==> src/rtl/uart_pkg.sv <==
// uart_pkg: shared types and constants for the UART transmitter, receiver and arbiter
package uart_pkg;
  localparam int WordSizeDefault = 8;
  typedef enum logic {ST_IDLE, ST_GRANTED} arb_state_t;
endpackage

==> src/rtl/rr_picker.sv <==
// rr_picker: round-robin one-hot winner, scanning upward from the port after the last winner
module rr_picker #(
  parameter int NumPorts = 4
) (
  input  logic [NumPorts-1:0]         req_i,
  input  logic [$clog2(NumPorts)-1:0] last_i,
  output logic [NumPorts-1:0]         gnt_o,
  output logic                        any_o
);
  localparam int IdxW = $clog2(NumPorts);
  logic [NumPorts-1:0] rot;
  logic [NumPorts-1:0] pe;
  // Rotate requests so the port after the last winner sits at bit 0
  always_comb begin
    rot = '0;
    for (int i = 0; i < NumPorts; i++) rot[i] = req_i[IdxW'((i + int'(last_i) + 1) % NumPorts)];
  end
  assign pe = rot & (~rot + NumPorts'(1));
  // Rotate the isolated lowest request back to its real port position
  always_comb begin
    gnt_o = '0;
    for (int i = 0; i < NumPorts; i++) gnt_o[IdxW'((i + int'(last_i) + 1) % NumPorts)] = pe[i];
  end
  assign any_o = |req_i;
endmodule

==> src/rtl/uart_tx_arbiter.sv <==
// uart_tx_arbiter: message-atomic round-robin sharing of one UART transmitter
module uart_tx_arbiter
  import uart_pkg::*;
#(
  parameter int NumPorts = 4,
  parameter int WordSize = WordSizeDefault,
  parameter int MaxBurst = 16
) (
  input  logic                         clk_i,
  input  logic                         rst_i,
  input  logic [NumPorts*WordSize-1:0] req_data_i,
  input  logic [NumPorts-1:0]          req_valid_i,
  input  logic [NumPorts-1:0]          req_last_i,
  output logic [NumPorts-1:0]          req_ack_o,
  output logic [WordSize-1:0]          tx_data_o,
  output logic                         tx_valid_o,
  input  logic                         tx_ack_i,
  output logic [NumPorts-1:0]          grant_o,
  output logic                         busy_o
);
  localparam int IdxW = $clog2(NumPorts);
  localparam int CntW = $clog2(MaxBurst + 1);
  if (NumPorts < 2) begin : g_np_chk
    $error("uart_tx_arbiter: NumPorts must be >= 2");
  end
  if (MaxBurst < 1) begin : g_mb_chk
    $error("uart_tx_arbiter: MaxBurst must be >= 1");
  end
  arb_state_t          state_q, state_d;
  logic [NumPorts-1:0] grant_q, grant_d, pick;
  logic [IdxW-1:0]     last_q, last_d, own_idx;
  logic [CntW-1:0]     cnt_q, cnt_d;
  logic [WordSize-1:0] own_data;
  logic                own_valid, own_last, any_req, active, ack, rel;
  rr_picker #(.NumPorts(NumPorts)) u_pick (
    .req_i  (req_valid_i),
    .last_i (last_q),
    .gnt_o  (pick),
    .any_o  (any_req)
  );
  // Select the owner's word, valid, last flag and index from the one-hot grant
  always_comb begin
    own_data  = '0;
    own_valid = 1'b0;
    own_last  = 1'b0;
    own_idx   = '0;
    for (int k = 0; k < NumPorts; k++) begin
      if (grant_q[k]) begin
        own_data  = req_data_i[k*WordSize +: WordSize];
        own_valid = req_valid_i[k];
        own_last  = req_last_i[k];
        own_idx   = IdxW'(k);
      end
    end
  end
  // Reset drops the grant in the same cycle so no word is acked while it is asserted
  assign active     = (state_q == ST_GRANTED) && !rst_i;
  assign tx_valid_o = active && own_valid;
  assign tx_data_o  = active ? own_data : '0;
  assign ack        = tx_valid_o && tx_ack_i;
  assign req_ack_o  = ack ? grant_q : '0;
  assign grant_o    = active ? grant_q : '0;
  assign busy_o     = active;
  assign rel        = ack && (own_last || cnt_q == CntW'(MaxBurst - 1));
  // Arbitrate when idle; when granted count acked words and release on last or burst limit
  always_comb begin
    state_d = state_q;
    grant_d = grant_q;
    last_d  = last_q;
    cnt_d   = (ack && cnt_q != CntW'(MaxBurst)) ? cnt_q + CntW'(1) : cnt_q;
    if (state_q == ST_IDLE) begin
      state_d = any_req ? ST_GRANTED : ST_IDLE;
      grant_d = pick;
      cnt_d   = '0;
    end else if (rel) begin
      state_d = ST_IDLE;
      grant_d = '0;
      last_d  = own_idx;
    end
  end
  // State register; port 0 has first priority after reset
  always_ff @(posedge clk_i) begin
    if (rst_i) begin
      state_q <= ST_IDLE;
      grant_q <= '0;
      last_q  <= IdxW'(NumPorts - 1);
      cnt_q   <= '0;
    end else begin
      state_q <= state_d;
      grant_q <= grant_d;
      last_q  <= last_d;
      cnt_q   <= cnt_d;
    end
  end
endmodule

==> config.mk <==
export PLATFORM = sky130hd
export DESIGN_NAME = uart_tx_arbiter
export DESIGN_NICKNAME = d
export VERILOG_FILES = /design/src/rtl/uart_pkg.sv /design/src/rtl/rr_picker.sv /design/src/rtl/uart_tx_arbiter.sv
export SDC_FILE = /design/constraint.sdc
export NUM_CORES = 1
export LEC_CHECK = 0
export CORE_AREA = 3 3 54 56
export CTS_CLUSTER_DIAMETER = 50
export DETAILED_ROUTE_END_ITERATION = 10
export DIE_AREA = 0 0 57 59
export DONT_BUFFER_PORTS = 1
export GPL_ROUTABILITY_DRIVEN = 1
export PLACE_DENSITY_LB_ADDON = 0.1
export SETUP_SLACK_MARGIN = 0.02
export SYNTH_ARGS = -nofsm -noshare
export SYNTH_HDL_FRONTEND = slang
export SYNTH_SLANG_ARGS = --single-unit
export TNS_END_PERCENT = 20
==> constraint.sdc <==
create_clock -name clk_i -period 3.9 [get_ports clk_i]
set_input_delay 0.39 -clock clk_i [delete_from_list [all_inputs] [get_ports clk_i]]
set_output_delay 0.39 -clock clk_i [all_outputs]
set_load 0.03 [all_outputs]
==> metrics.yaml <==
h-tree-depth: 1
netlist_instances: 178
outcome: "finished, final reports clean"
criticalPathCategory: "reg2out"
cts-root-buf: "clkbuf_4"
cts_buffers: 3
synth_fa_ha_area_share_pct: 9.337
worst_pin_slew_ns: 0.9929
hold_buffers: 0
grtUsageTotal_pct: 21.53
rows: 18
setup.worst_path.start_class: "register"
tritoncts: "done"
met1_usage_pct: 25.43
multi_input_area_sq_um: 982.2
place_congestion: 0.8419
synth_edf_count: 0
final_util_pct: 54.60
port_buffers: 0
required_ns: 3.51
ys_types: 52
num_antenna_cells: 0
die_y_microns: 59
ios: 61
cpLargestDelayFamily: "simple AND/OR/NAND/NOR gates"
dpl.hpwl_mm: 2.861
rsz0062_at_grt: "no"
async_reset_ff_share_pct: 0
layout_commonest_cell: "nor2_1"
cts_sinks: 12
seq_area_frac_synth_pct: 17.93
post_drt_via_cell_ratio: 6.701
crit_slowest_cell: "nor2b_1"
cpPeakStageDelay_ns: 0.59
cts_resized: 0
crit_path_end_kind: "output pin"
finClkSkew_ns: 0.005878
max_clock_freq_mhz: 336.7
dieArea_sq_mm: 0.003363
grt_pass1_vias: 1289
worst-path-stages: 4
first_iter_violations: 55
peakVddDrop_mv: 0.1171
synth-simple-area-share_pct: 28.57
use_met2_pct: 38.83
wl_per_cell_microns: 18.10
critPathArrivalTime_ns: 2.58
die_width_microns: 57
yosysWarnings: 0
dr.pass1.iters: 4
rr_startpoint: "last_q[0]$_SDFFE_PP1P_"
power_density_mw_per_mm2: 200.4
crit_buf_inv: 0
area_delta_synth_final_pct: 0.9339
final_nets: 225
synth_top_family_by_area: "compound AO/OA/AOI/OAI gates"
period_share_pct: 76.15
drv_cap: 0
grt_max_degree: 17
post-route-min-period_ns: 2.970
ys.flop_type: "dfxtp_1"
drc: 0
overflow: 0
num_vias: 1347
regArea_sq_um: 240.2
gr-max-usage-layer: "met2"
slew_headroom_pct: 33.30
layout_common_cells: "nor2_1 (20), inv_1 (14), dfxtp_1 (12)"
routed_wl_mm: 3.638
maxSlewViolCount: 0
fillers: 276
total_leakage_power_nw: 0.4661
clockBufferDepth: 2
start_util_pct: 54.09
final-hold-violation-count: 0
rr_worst_depth: 7
holdCritPathClass: "in2reg"
reg2reg_setup_slack_ns: 1.21
clk_pin_slew_worst_paths_ns: 0.08
synth.mux.area_fraction_pct: 2.428
min_from: "rst_i"
layout-drive-gt1-share_pct: 9.357
path_max_fanout: 14
cts_setup_buffers: 0
grt_antenna_before_repair: 0
postSynthAreaPerCell_sq_um: 7.528
ant_nets: 0
synthXorXnorAreaFrac_pct: 0.6536
clock_latency_ns: 0.27
synth_compound_area_share_pct: 32.31
grt_pass1_wl_mm: 5.789
met3_usage_pct: 4.357
tns_ns: 0
worstPathCellList: "nor2b_1 -> a221o_1 -> nand3_1 -> nor2_1"
cp-startpoint: "grant_q[1]$_SDFFE_PP0P_"
netlist_area_sq_mm: 0.001340
core_sq_mm: 0.002477
finalSetupViolCount: 0
whs_path_depth: 1
syn-num-nets: 231
yosys_register_bits: 12
[cells by family after synthesis]
family	count (synthesis)
DFF	12
AOI/OAI and AO/OA	59
and+or+nand+nor	68
xor gates and xnor gates	1
buffers and inverters	26
adders and majority gates	10
muxes	2
[stage by stage]
step                      hold WS (ns)  power [mW]  cells  setup WS (ns)  instance area, sq um
after global placement          0.4638      0.1739    197          1.309                  1316
after global routing            0.1564      0.2875    201         0.6501                  1353
after detailed placement        0.4660      0.1752    197          1.227                  1316
after floorplan                 0.4630      0.1726    178          1.632                  1340
after CTS                       0.1702      0.2740    201         0.9210                  1353
final                           0.1772      0.2711    201         0.9300                  1353
[worst register-to-register path: stages (launching register included)]
cell	delay, ns
dfxtp_1	0.66
inv_1	0.22
ha_1	0.51
and4b_1	0.29
nor4_1	0.40
o21ai_0	0.17
o211ai_1	0.21
o211ai_1	0.11
[layer usage]
layer	vias up	routed length, microns
li1	662	-
met1	632	1482
met2	49	1840
met3	4	276
met4	0	38
met5	-	0
[final timing paths]
| check | endpoint |
|---|---|
| hold reg to reg | cnt_q[4]$_SDFFE_PN0P_ |
| setup / recovery | req_ack_o[2] |
| setup reg to reg | grant_q[1]$_SDFFE_PP0P_ |
| hold / removal | state_q$_SDFF_PP0_ |
[flip-flops by register name, summed over array words and instances, names as in the netlist]
| register | count |
|---|---|
| grant_q | 4 |
| last_q | 2 |
| state_q | 1 |
| cnt_q | 5 |
[cells in the mapped netlist, drive strengths merged, types with 4 or more instances]
| library cell | n | area share (%) |
|---|---|---|
| o21ai | 12 | 4.5 |
| o22ai | 6 | 2.8 |
| nor2 | 20 | 5.6 |
| nor4bb | 5 | 3.7 |
| o311ai | 4 | 2.6 |
| ha | 10 | 9.3 |
| a221oi | 9 | 6.3 |
| a31oi | 4 | 1.9 |
| and2 | 6 | 3.3 |
| inv | 14 | 3.9 |
| clkbuf | 6 | 1.9 |
| o211ai | 4 | 2.2 |
| nand2 | 9 | 2.7 |
| dfxtp | 12 | 18 |
| buf | 5 | 2.7 |
| a21oi | 7 | 2.9 |
| nor3 | 10 | 3.7 |
[final cells by class]
type / count / area share [%]
clock buffer: 4 / 2.683
tap: 30 / 2.775
inverter: 15 / 4.163
multi-input combinational: 140 / 72.62
sequential: 12 / 17.76
[power breakdown]
part           switching (mW)  leakage (nW)  internal (mW)
clock network          0.0420        0.0210         0.0567
logic                  0.0279         0.348         0.0169
registers             0.00316        0.0974          0.125
total                  0.0730         0.466          0.198
(Power assumes the default switching activity.)
